===== config.mk =====
export PLATFORM = sky130hd
export DESIGN_NAME = load_store_unit
export DESIGN_NICKNAME = d
export VERILOG_FILES = /design/src/rtl/load_store_unit.sv
export SDC_FILE = /design/constraint.sdc
export NUM_CORES = 1
export LEC_CHECK = 0
export ABC_AREA = 1
export BUFFER_PORTS_ARGS = -buffer_cell sky130_fd_sc_hd__buf_2
export CORE_UTILIZATION = 40
export CTS_BUF_LIST = sky130_fd_sc_hd__clkbuf_16
export DETAILED_ROUTE_END_ITERATION = 12
export HOLD_SLACK_MARGIN = 0.15
export MAX_ROUTING_LAYER = met4
export PLACE_DENSITY = 0.66
export SYNTH_ARGS = -nofsm -noshare
export SYNTH_HDL_FRONTEND = slang
export SYNTH_SLANG_ARGS = --single-unit

===== constraint.sdc =====
create_clock -name clk -period 1.6 [get_ports clk]
set_input_delay 0.24 -clock clk [delete_from_list [all_inputs] [get_ports clk]]
set_output_delay 0.24 -clock clk [all_outputs]
set_load 0.05 [all_outputs]

===== src/rtl/load_store_unit.sv =====
// Memory stage: byte-lane steered loads/stores over a req/ack data bus with misalignment and timeout faults.
// Pass-through ops retire in 1 cycle; memory ops stall upstream from accept until the ack (or timeout) cycle.
module load_store_unit #(
  parameter int TIMEOUT_CYCLES = 255
) (
  input  logic        clk,
  input  logic        rst_n,
  input  logic        in_valid,
  input  logic [5:0]  in_instr_id,
  input  logic [31:0] in_mem_addr,
  input  logic [31:0] in_store_data,
  input  logic [31:0] in_exec_result,
  input  logic [4:0]  in_rd_addr,
  input  logic        in_rd_write_en,
  output logic        stall_out,
  output logic        dmem_req,
  output logic        dmem_we,
  output logic [31:0] dmem_addr,
  output logic [31:0] dmem_wdata,
  output logic [3:0]  dmem_wstrb,
  input  logic        dmem_ack,
  input  logic [31:0] dmem_rdata,
  output logic        wb_valid,
  output logic [4:0]  wb_rd_addr,
  output logic        wb_rd_write_en,
  output logic [31:0] wb_result,
  output logic        misaligned_load,
  output logic        misaligned_store,
  output logic        bus_error,
  output logic [31:0] fault_addr
);
  localparam logic [5:0] INSTR_LB  = 6'h10;
  localparam logic [5:0] INSTR_LH  = 6'h11;
  localparam logic [5:0] INSTR_LW  = 6'h12;
  localparam logic [5:0] INSTR_LBU = 6'h13;
  localparam logic [5:0] INSTR_LHU = 6'h14;
  localparam logic [5:0] INSTR_SB  = 6'h15;
  localparam logic [5:0] INSTR_SH  = 6'h16;
  localparam logic [5:0] INSTR_SW  = 6'h17;
  localparam int CW = $clog2(TIMEOUT_CYCLES + 1);

  typedef enum logic {IDLE, WAIT} state_t;

  state_t        state_q, state_d;
  logic [CW-1:0] cnt_q, cnt_d;
  logic [5:0]    op_q, op_d;
  logic [31:0]   addr_q, addr_d;
  logic [4:0]    rd_q, rd_d;
  logic          rd_we_q, rd_we_d;
  logic          req_q, req_d, we_q, we_d;
  logic [31:0]   wdata_q, wdata_d;
  logic [3:0]    wstrb_q, wstrb_d;
  logic          wb_valid_q, wb_valid_d, wb_we_q, wb_we_d;
  logic [4:0]    wb_rd_q, wb_rd_d;
  logic [31:0]   wb_result_q, wb_result_d, fault_q, fault_d;
  logic          mis_ld_q, mis_ld_d, mis_st_q, mis_st_d, berr_q, berr_d;
  logic          stall;

  logic        in_load, in_store, in_half, in_word, in_aligned;
  logic [31:0] rshift, load_val;

  always_comb begin
    in_load    = (in_instr_id == INSTR_LB) || (in_instr_id == INSTR_LH) || (in_instr_id == INSTR_LW) ||
                 (in_instr_id == INSTR_LBU) || (in_instr_id == INSTR_LHU);
    in_store   = (in_instr_id == INSTR_SB) || (in_instr_id == INSTR_SH) || (in_instr_id == INSTR_SW);
    in_half    = (in_instr_id == INSTR_LH) || (in_instr_id == INSTR_LHU) || (in_instr_id == INSTR_SH);
    in_word    = (in_instr_id == INSTR_LW) || (in_instr_id == INSTR_SW);
    in_aligned = !((in_half && in_mem_addr[0]) || (in_word && (in_mem_addr[1:0] != 2'b00)));
  end

  // Aligned halfwords have addr[0]=0, so one shift by the byte lane serves both widths.
  always_comb begin
    rshift   = dmem_rdata >> {addr_q[1:0], 3'b000};
    load_val = dmem_rdata;
    case (op_q)
      INSTR_LB:  load_val = {{24{rshift[7]}}, rshift[7:0]};
      INSTR_LBU: load_val = {24'h0, rshift[7:0]};
      INSTR_LH:  load_val = {{16{rshift[15]}}, rshift[15:0]};
      INSTR_LHU: load_val = {16'h0, rshift[15:0]};
      default:   load_val = dmem_rdata;
    endcase
  end

  always_comb begin
    state_d = state_q;  cnt_d = cnt_q;  op_d = op_q;  addr_d = addr_q;
    rd_d = rd_q;  rd_we_d = rd_we_q;  req_d = req_q;  we_d = we_q;
    wdata_d = wdata_q;  wstrb_d = wstrb_q;
    wb_valid_d = 1'b0;  wb_we_d = 1'b0;  wb_rd_d = wb_rd_q;  wb_result_d = wb_result_q;
    mis_ld_d = 1'b0;  mis_st_d = 1'b0;  berr_d = 1'b0;  fault_d = fault_q;
    stall = 1'b0;
    case (state_q)
      IDLE: begin
        if (in_valid && (in_load || in_store) && in_aligned) begin
          stall   = 1'b1;
          state_d = WAIT;
          cnt_d   = '0;
          req_d   = 1'b1;
          we_d    = in_store;
          op_d    = in_instr_id;
          addr_d  = in_mem_addr;
          rd_d    = in_rd_addr;
          rd_we_d = in_rd_write_en && (in_rd_addr != 5'd0);
          wdata_d = in_store_data;
          wstrb_d = 4'b0000;
          if (in_instr_id == INSTR_SB) begin
            wdata_d = {4{in_store_data[7:0]}};
            wstrb_d = 4'b0001 << in_mem_addr[1:0];
          end else if (in_instr_id == INSTR_SH) begin
            wdata_d = {2{in_store_data[15:0]}};
            wstrb_d = 4'b0011 << {in_mem_addr[1], 1'b0};
          end else if (in_instr_id == INSTR_SW) begin
            wstrb_d = 4'b1111;
          end
        end else if (in_valid && (in_load || in_store)) begin
          wb_valid_d = 1'b1;
          wb_rd_d    = in_rd_addr;
          mis_ld_d   = in_load;
          mis_st_d   = in_store;
          fault_d    = in_mem_addr;
        end else if (in_valid) begin
          wb_valid_d  = 1'b1;
          wb_rd_d     = in_rd_addr;
          wb_we_d     = in_rd_write_en && (in_rd_addr != 5'd0);
          wb_result_d = in_exec_result;
        end
      end
      WAIT: begin
        if (dmem_ack || (cnt_q == CW'(TIMEOUT_CYCLES))) begin
          state_d    = IDLE;
          cnt_d      = '0;
          req_d      = 1'b0;
          we_d       = 1'b0;
          wstrb_d    = 4'b0000;
          wb_valid_d = 1'b1;
          wb_rd_d    = rd_q;
          if (dmem_ack) begin
            if (!we_q) begin
              wb_we_d     = rd_we_q;
              wb_result_d = load_val;
            end
          end else begin
            berr_d  = 1'b1;
            fault_d = addr_q;
          end
        end else begin
          stall = 1'b1;
          cnt_d = cnt_q + CW'(1);
        end
      end
      default: state_d = IDLE;
    endcase
  end

  always_ff @(posedge clk) begin
    if (!rst_n) begin
      state_q <= IDLE;  cnt_q <= '0;  op_q <= '0;  addr_q <= '0;
      rd_q <= '0;  rd_we_q <= 1'b0;  req_q <= 1'b0;  we_q <= 1'b0;
      wdata_q <= '0;  wstrb_q <= '0;
      wb_valid_q <= 1'b0;  wb_we_q <= 1'b0;  wb_rd_q <= '0;  wb_result_q <= '0;
      mis_ld_q <= 1'b0;  mis_st_q <= 1'b0;  berr_q <= 1'b0;  fault_q <= '0;
    end else begin
      state_q <= state_d;  cnt_q <= cnt_d;  op_q <= op_d;  addr_q <= addr_d;
      rd_q <= rd_d;  rd_we_q <= rd_we_d;  req_q <= req_d;  we_q <= we_d;
      wdata_q <= wdata_d;  wstrb_q <= wstrb_d;
      wb_valid_q <= wb_valid_d;  wb_we_q <= wb_we_d;  wb_rd_q <= wb_rd_d;  wb_result_q <= wb_result_d;
      mis_ld_q <= mis_ld_d;  mis_st_q <= mis_st_d;  berr_q <= berr_d;  fault_q <= fault_d;
    end
  end

  assign stall_out        = rst_n && stall;
  assign dmem_req         = req_q;
  assign dmem_we          = we_q;
  assign dmem_addr        = {addr_q[31:2], 2'b00};
  assign dmem_wdata       = wdata_q;
  assign dmem_wstrb       = wstrb_q;
  assign wb_valid         = wb_valid_q;
  assign wb_rd_addr       = wb_rd_q;
  assign wb_rd_write_en   = wb_we_q;
  assign wb_result        = wb_result_q;
  assign misaligned_load  = mis_ld_q;
  assign misaligned_store = mis_st_q;
  assign bus_error        = berr_q;
  assign fault_addr       = fault_q;
endmodule


# == Yosys cells after proc, flatten, opt, wreduce, memory -nomap -nowiden ==
# Cells that the tools add are included.
# W data, S select, Z words.
# classes
shift,3
n_mux,50
n_bitwise,3
n_eq_ne,23
n_addsub,1
reduce_logical,28
# op_table
cell,n
$mux W32,12
$pmux W32 S2,2
$pmux W32 S4,1
$eq A6 B5 Y1 const B,12
$shr A32 B5 Y16,1
$mux W4,5
$mux W5,4
$mux W1,16
$mux W8,2
$ne A2 B2 Y1 const B,8
$pmux W8 S2,1
$logic_or A1 B1 Y1,12
$pmux W1 S2,5
$pmux W5 S2,1
$add A8 B1 Y8 const B,1
$eq A8 B8 Y1 const B,1
$pmux W4 S2,1
$logic_and A1 B1 Y1,6
$reduce_and A3 Y1,2
$reduce_and A6 Y1,1
$reduce_bool A5 Y1,1
$reduce_and A2 Y1,2
$reduce_and A4 Y1,1
$reduce_or A4 Y1,1
other kinds (7),9
# totals
input_bits,144
regBits,165

# == Logic depth before layout (Yosys ltp) ==
# Gate-level depths: netlist of the first run.
# logic_depth
depth_word,11
mapped_depth,13
ltp_nobuf,12

# == Least setup slack after synthesis of the first run ==
# Ideal clock, no wire load.
# synth_path
path_kind,register -> output
start,register cnt_q[0]
end,output port stall_out
arrival_ps,1732
path_stages_with_launch,11
setup_slack_ps,-372
required_ps,1360
n_path_buf,0
cell_sequence,dfxtp_1 > ha_1 > nand3_1 > nor2_1 > nand3_1 > inv_1 > nand2_1 > nand2_1 > nand2_1 > nand2_1 > nor2_1
# synth_via
elab_chain_cells,5
# synth_lines
element,line_no,source
start: declaration,45,"logic [CW-1:0] cnt_q, cnt_d;"
start signal: assignment,162,state_q <= state_d; cnt_q <= cnt_d; op_q <= op_d; addr_q <= addr_d;
$eq A8 B8 Y1,128,if (dmem_ack || (cnt_q == CW'(TIMEOUT_CYCLES))) begin
$logic_or A1 B1 Y1,128,
$mux W1,128,
$pmux W1 S2,91,case (state_q)
$logic_and A1 B1 Y1,170,assign stall_out = rst_n && stall;
end: declaration,15,"output logic stall_out,"
# No other way between the ends.

# == Final worst setup path of the first run ==
# layout_path
start,register cnt_q[0]
end,"register req_q, in the netlist dmem_req"
# layout_via
elab_chain_cells,4
# layout_lines
element,line_no,source
$eq A8 B8 Y1,128,
$logic_or A1 B1 Y1,128,
$ne A2 B1 Y1 (no line),n/a,
$reduce_and A2 Y1 (no line),n/a,
end signal: assignment,163,rd_q <= rd_d; rd_we_q <= rd_we_d; req_q <= req_d; we_q <= we_d;
end: declaration,50,"logic req_q, req_d, we_q, we_d;"
# No other way between the ends.
# A chain may end at the register's enable or synchronous reset.

==> run summary, run 1 <==
Status = finished, violations left
Violations in the final reports = negative setup slack
Netlist Area Pre-Place = 0.008628 mm^2
H-tree Lvls = 4
Reg2reg path depth = 16
Synthesis-to-finish area growth = 51.59%
Initial antenna violation count = 2
Pre-CTS setup slack = -0.3603 ns
1st-iter DRT viols = 444
CTS max path bufs = 2
Max Transition Viols Final = 0
Via/cell ratio = 4.894
Number of port buffers = 286
Post-synthesis average cell area = 6.581 um^2
Footprint of the multi-input gates = 0.004850 mm^2
Fmax = 492.7 MHz
Wire length on met2 = 14.27 mm
First-pass GRT wire length = 44.28 mm
Met3 WL = 1.642 mm
Layout filler cell count = 1924
Metal1 wirelength = 12.48 mm
CP Capture Type = register
Final clock skew = 0.01677 ns
Initial core utilization = 40.92%
CP most frequent cell = buf_4
Leak Pwr = 0.006384 uW
WHS Path Cells = 5
CTS Buf Count = 17
Crit-path max cell delay = 0.36 ns
# DRC = 0
RSZ-0062 raised after global routing = yes
Hold Crit Class = primary input to register
Most frequent cells in the layout = 284 x buf_2, 280 x nand2_1, 178 x nor2_1, 159 x dfxtp_1, 118 x inv_1
Grt ovf = 0
Pre-antenna DRT Iters = 5
Root Buffer = clkbuf_16
Seq cells post-synth = 165
Post-route ant nets = 0
Worst vdd ir = 659.7 uV
Layout cells sized above 1 = 36.96%
# rows = 53
WP buf/inv = 7
I/O pin count = 289
CORE AREA = 0.02109 mm^2
Gpl congestion = 0.8860
Crit path max-delay cell type = dfxtp_2
Width of the die = 148.9 um
GRT Total Usage = 25.89%
Worst Path Required = 1.91 ns
DIE AREA = 0.02216 mm^2
Clk Latency, worst-skew pair = 0.43 ns
Routed via count = 9724
Register area = 0.003311 mm^2
WP depth = 16
Crit path max fanout = 2
Fin worst setup slack = -0.4298 ns
Max-cap viol count = 0
CTS tree = yes
Cells after Synth = 1311
Vias in the first global route = 9020
Fin crit period = 2.030 ns
Critical-path cell list = ha_4, nand3_4, nor2_4, nand3_2, inv_2, nand2_2, nand2_2, nand2_4, buf_6, buf_4, buf_4, buf_4, buf_4, buf_4, nand2_1, a21oi_1
Synth unique cells = 37
Aggregate negative setup slack = -15.01 ns
Worst slew pin tran = 0.4947 ns
Pin count of the biggest net entering global routing = 75
WP data arrival = 2.34 ns
Sequential area share after synthesis = 38.28%
Slew headroom = 66.67%
YS warnings = 0
Kind of critical path = register to register
CTS sink cnt = 165
Highest routing layer actually used = met4
Clock slew at reported path FFs = 0.06 ns
Startpoint Class = register
CP top delay family = buffers and inverters
WL/cell = 14.63 um
Routed WL = 29.08 mm
Tcrit/Tclk final = 126.9%
Fin. Hold Viols = 0
P per Cell Area = 889.4 mW/mm^2
Commonest non-fill, non-tap cell in the layout = buf_2
Final #Nets = 1843
Die Ht = 148.9 um
Final setup violating endpoints = 57
Dpl hpwl = 19.58 mm
## repair_timing
item                                    4_1_cts  5_1_grt
endpoints found under the hold margin        64        0
pin swaps                                     9       47
gates cloned                                  6        2
setup buffers                                28       10
hold buffers                                 64        0
resized for setup                            67      124
endpoints found under the setup margin       65       88
## metal layers
metal | global-route usage [%] | vias to the layer above
met3 | 4.495 | 54
met2 | 43.25 | 338
met4 | 9.235 | 0
met5 | - | -
met1 | 31.28 | 4409
li1 | - | 4923
## cells by family (layout without fill, tap and decap cells)
| group | after synthesis | after routing | synth area share, % |
|---|---|---|---|
| XOR/XNOR | 3 | 3 | 0.3046 |
| AND/OR/NAND/NOR | 620 | 620 | 29.42 |
| buffers and inverters | 235 | 633 | 12.31 |
| flip-flops | 165 | 165 | 38.28 |
| AO/OA/AOI/OAI | 278 | 278 | 18.56 |
| other | 1 | 4 | 0.04346 |
| multiplexers | 8 | 8 | 0.9281 |
| adder cells (fa/ha/maj) | 1 | 1 | 0.1450 |
## path summary, 6_finish.rpt
path	startpoint	endpoint	slack [ns]
worst max-delay path	cnt_q[0]	dmem_req	-0.43
worst min-delay path	dmem_rdata[6]	wb_result[6]	0.18
worst max register to register	cnt_q[0]	dmem_req	-0.43
worst min register to register	dmem_wdata[27]	dmem_wdata[27]	0.46
## worst min-delay path, cell delays in order
cell     delay, ns
buf_2         0.08
a21oi_1       0.06
o31ai_1       0.06
a21oi_1       0.06
nor2_1        0.07
## synthesized netlist by cell type
cell,count,area share (%)
buf_4,36,3.1
o21ai_1,4,0.23
a21oi_1,118,6.8
nor2_4,3,0.39
nor3b_1,1,0.087
clkbuf_1,36,1.6
nand4_1,4,0.29
o21ai_2,2,0.20
a211oi_2,20,2.9
nand2_2,1,0.073
o31ai_1,7,0.61
ha_1,1,0.14
nand3b_1,1,0.087
nor2_2,1,0.073
buf_6,1,0.13
buf_1,8,0.35
nand3_2,2,0.23
o22ai_1,8,0.58
conb_1,1,0.043
mux2i_1,8,0.93
nor2_1,202,8.8
inv_1,118,5.1
o211ai_1,3,0.26
buf_2,30,1.7
nand3_1,55,3.2
o21ai_4,1,0.19
nand3_4,1,0.20
xor2_1,3,0.30
o21ai_0,110,6.4
clkinv_1,2,0.087
dfxtp_1,165,38
nand2_1,324,14
nor2_8,1,0.23
nor3_1,4,0.23
or2_2,20,1.5
inv_2,4,0.17
a31oi_1,5,0.36
## state kept, by name, indices dropped and copies added, names as in the netlist, 4 cells and up
register	flops
addr_q	32
wb_result	32
dmem_wstrb	4
dmem_wdata	32
cnt_q	8
rd_q	5
wb_rd_addr	5
fault_addr	32
op_q	6
## area by class of cell
cell class | count | area share, %
sequential | 165 | 25.31
timing repair buffer | 478 | 26.96
tap | 275 | 2.631
clock buffer | 17 | 3.252
inverter | 124 | 3.673
clock inverter | 14 | 1.062
antenna | 2 | 0.03826
multi-input combinational | 912 | 37.08
## through the flow
stage                     total power, uW  hold slack, ns  instances  util (%)  area [um^2]
final                               11630          0.1804       1987     62.03        13080
after global placement               7207          0.4434       1852     51.08        10770
after detailed placement             7239          0.4535       1852     51.08        10770
after CTS                           11580          0.1672       1980     59.54        12560
after floorplan                      6423          0.3831       1312         -         8645
after global routing                12140          0.1825       1987     62.03        13080
## power breakdown
| part | switching (uW) | internal, uW | total (uW) | leakage, uW |
|---|---|---|---|---|
| registers | 132 | 4360 | 4490 | 0.00135 |
| clock network | 1780 | 2280 | 4060 | 0.000279 |
| logic | 2000 | 1080 | 3080 | 0.00475 |
| total | 3910 | 7720 | 11600 | 0.00638 |
No activity file was read; power rests on OpenSTA's default activity.
==> inputs of run 2 (changes only) <==
--- a/config.mk
+++ b/config.mk
@@ -5,14 +5,14 @@
 export SDC_FILE = /design/constraint.sdc
 export NUM_CORES = 1
 export LEC_CHECK = 0
-export ABC_AREA = 1
+export ABC_AREA = 0
 export BUFFER_PORTS_ARGS = -buffer_cell sky130_fd_sc_hd__buf_2
-export CORE_UTILIZATION = 40
+export CORE_UTILIZATION = 45
 export CTS_BUF_LIST = sky130_fd_sc_hd__clkbuf_16
 export DETAILED_ROUTE_END_ITERATION = 12
 export HOLD_SLACK_MARGIN = 0.15
 export MAX_ROUTING_LAYER = met4
-export PLACE_DENSITY = 0.66
+export PLACE_DENSITY = 0.74
 export SYNTH_ARGS = -nofsm -noshare
 export SYNTH_HDL_FRONTEND = slang
 export SYNTH_SLANG_ARGS = --single-unit
==> run 2 against run 1 <==
Net effect:
- the run still ends with negative setup slack left
- global-route usage rose by 6.9 points
- routed wire length rose by 5.5%
- total power fell by 11%
- hold slack got worse by 0.023 ns
- sequential power fell by 3%
- critical path depth fell by 9
- non-clock buffer count rose by 29
- flip-flop and latch count did not move
- critical path type unchanged
- highest routed layer unchanged
==> run summary, run 2 <==
H-tree Lvls = 4 (unchanged)
Fmax = 514.4 MHz (was 492.7 MHz)
Fin crit period = 1.944 ns (was 2.030 ns)
CTS sink cnt = 165 (unchanged)
Routed via count = 9224 (was 9724)
RSZ-0062 raised after global routing = yes (unchanged)
Startpoint Class = register (unchanged)
Number of port buffers = 286 (unchanged)
Clock Power Share = 36.3% (was 34.9%)
Post-synthesis average cell area = 8.343 um^2 (was 6.581 um^2)
WL/cell = 19.09 um (was 14.63 um)
WP data arrival = 2.28 ns (was 2.34 ns)
CTS Buf Count = 17 (unchanged)
Cells after Synth = 958 (was 1311)
Routed WL = 30.68 mm (was 29.08 mm)
Root Buffer = clkbuf_16 (unchanged)
Synthesis-to-finish area growth = 58.20% (was 51.59%)
Layout filler cell count = 1236 (was 1924)
Combinational power share = 21.6% (was 26.5%)
Grt ovf = 0 (unchanged)
Async SR Flop Fraction = 0% (unchanged)
# rows = 48 (was 53)
1st-iter DRT viols = 760 (was 444)
Sw power = 3279 uW (was 3909 uW)
Status = finished, violations left (unchanged)
First-pass GRT wire length = 45.46 mm (was 44.28 mm)
Pre-antenna DRT Iters = 7 (was 5)
Synth top area cells = dfxtp_1 41%, nand2_1 6.7%, a21oi_1 6.6% (was dfxtp_1 38%, nand2_1 14%, nor2_1 8.8%)
Kind of critical path = register to register (unchanged)
Initial core utilization = 46.21% (was 40.92%)
Final setup violating endpoints = 74 (was 57)
Share of power burned in registers = 42.1% (was 38.6%)
Violations in the final reports = negative setup slack (unchanged)
Worst vdd ir = 806.1 uV (was 659.7 uV)
Sequential area share after synthesis = 41.33% (was 38.28%)
Post-route ant nets = 0 (unchanged)
Pin count of the biggest net entering global routing = 63 (was 75)
Total Power = 10400 uW (was 11630 uW)
Clock slew at reported path FFs = 0.07 ns (was 0.06 ns)
Switch share = 31.54% (was 33.60%)
Layout cells sized above 1 = 44.09% (was 36.96%)
EDFF count, synth = 0 (unchanged)
GRT Total Usage = 32.82% (was 25.89%)
Most frequent cells in the layout = 285 x buf_2, 158 x dfxtp_1, 142 x nand2_1, 89 x buf_4, 84 x dlygate4sd3_1 (was 284 x buf_2, 280 x nand2_1, 178 x nor2_1, 159 x dfxtp_1, 118 x inv_1)
Width of the die = 135.3 um (was 148.9 um)
Largest area contributor in the netlist = dfxtp_1 (unchanged)
Netlist Area Pre-Place = 0.007993 mm^2 (was 0.008628 mm^2)
Top-count cell post-synth = dfxtp_1 (was nand2_1)
CORE AREA = 0.01730 mm^2 (was 0.02109 mm^2)
CP Capture Type = register (unchanged)
Leak Pwr = 0.005388 uW (was 0.006384 uW)
Dpl hpwl = 18.65 mm (was 19.58 mm)
YS warnings = 0 (unchanged)
Clk Latency, worst-skew pair = 0.43 ns (about the same)
Commonest cells in the netlist = 165 x dfxtp_1, 143 x nand2_1, 106 x a21oi_1 (was 324 x nand2_1, 202 x nor2_1, 165 x dfxtp_1)
Yosys top cell area share = 41.33% (was 38.28%)
Initial antenna violation count = 3 (was 2)
Worst Path Required = 1.93 ns (was 1.91 ns)
Final clock skew = 0.009715 ns (was 0.01677 ns)
Hold Crit Class = primary input to register (unchanged)
Gpl congestion = 0.9237 (was 0.8860)
Max-cap viol count = 0 (unchanged)
P per Cell Area = 822.2 mW/mm^2 (was 889.4 mW/mm^2)
Seq cells post-synth = 165 (unchanged)
Max Transition Viols Final = 0 (unchanged)
CTS tree = yes (unchanged)
Util after Layout = 73.10% (was 62.03%)
Crit path max fanout = 8 (was 2)
DIE AREA = 0.01830 mm^2 (was 0.02216 mm^2)
Vias in the first global route = 8777 (was 9020)
Die Ht = 135.3 um (was 148.9 um)
Final #Nets = 1511 (was 1843)
Synth unique cells = 57 (was 37)
Fin. Hold Viols = 0 (unchanged)
Synth Flop Type = dfxtp_1 (unchanged)
Tcrit/Tclk final = 121.5% (was 126.9%)
CTS max path bufs = 2 (unchanged)
Via/cell ratio = 5.740 (was 4.894)
# DRC = 0 (unchanged)
Pint = 7118 uW (was 7724 uW)
I/O pin count = 289 (unchanged)
Fin worst setup slack = -0.3439 ns (was -0.4298 ns)
Commonest non-fill, non-tap cell in the layout = buf_2 (unchanged)
-- run 2: cell count changes in the layout (fill, tap and decap cells not counted), moves of 24 or more --
cell | previous run | this run
nor2_1 | 178 | 37
nand2_1 | 280 | 142
inv_1 | 118 | 4
o21ai_0 | 101 | 56
mux2i_1 | 8 | 51
nand2_2 | 38 | 1
a21oi_1 | 101 | 72
a31oi_1 | 5 | 29
-- run 2: metal layers --
| metal | part of all wire [%] | vias to the layer above | global-route usage (%) |
|---|---|---|---|
| li1 | - | 4281 | - |
| met1 | 39 | 4390 | 37.01 |
| met2 | 49 | 480 | 56.30 |
| met3 | 8.3 | 73 | 7.333 |
| met4 | 3.2 | 0 | 12.73 |
| met5 | 0 | - | - |
-- run 2: layout make-up --
| type | count | area [um^2] | share of cell area, % |
|---|---|---|---|
| repair buffers | 507 | 3694 | 29.21 |
| diodes | 3 | 7.507 | 0.05937 |
| clock buffers | 17 | 425.4 | 3.364 |
| well taps | 225 | 281.5 | 2.226 |
| clock inverters | 15 | 103.9 | 0.8213 |
| inverters | 6 | 23.77 | 0.1880 |
| multi-input cells | 669 | 4792 | 37.90 |
| flip-flops and latches | 165 | 3317 | 26.23 |
-- run 2: power groups by stage --
stage / clock (uW) / combinational [uW] / sequential [uW]
after floorplan: 0 / 696 / 4930
after global placement: 0 / 1790 / 4450
after detailed placement: 0 / 1810 / 4450
after CTS: 3810 / 2110 / 4360
after global routing: 3980 / 2360 / 4390
final: 3780 / 2250 / 4370
-- run 2: what timing repair did --
action | 4_1_cts | 5_1_grt
cloned | 8 | 1
pin swaps | 71 | 41
buffers inserted | 19 | 9
endpoints found under the hold margin | 86 | 0
hold buffers | 84 | 0
gates resized for setup | 112 | 86
endpoints found under the setup margin | 75 | 133
-- run 2: worst max-delay path, cell delays in order, from the launching register on --
cell	delay [ns]
dfxtp_2	0.32
or3b_4	0.40
buf_6	0.13
a211oi_4	0.20
buf_6	0.14
nand4_1	0.18
buf_6	0.22
a31oi_1	0.25
-- run 2: kinds of logic after synthesis --
logic type	share of synthesized area, %
other cells	0.04692
buf+inv	8.062
simple gates	14.20
mux	7.357
xor+xnor	0.4384
fa+ha+maj	0.1565
compound gates	28.41
flops	41.33
-- run 2: worst paths after layout --
path	end	slack (ns)	cells past startpoint	from
max	wb_result[24]	-0.34	7	op_q[3]
min	wb_result[0]	0.16	3	in_exec_result[0]
max reg2reg	wb_result[24]	-0.34	7	op_q[3]
min reg2reg	dmem_wdata[3]	0.45	2	dmem_wdata[3]
-- run 2: through the flow --
| stage | cell area [um^2] | setup WS (ns) | setup TNS, ns | hold WS (ns) | cells |
|---|---|---|---|---|---|
| floorplan | 8162 | -0.1949 | -7.326 | 0.3193 | 959 |
| global placement | 10090 | -0.3267 | -22.93 | 0.4403 | 1459 |
| detailed placement | 10090 | -0.3230 | -29.11 | 0.4441 | 1459 |
| CTS | 12230 | -0.2645 | -11.96 | 0.1509 | 1601 |
| global route | 12640 | -0.4602 | -18.24 | 0.1590 | 1607 |
| finish | 12640 | -0.3439 | -13.74 | 0.1571 | 1607 |
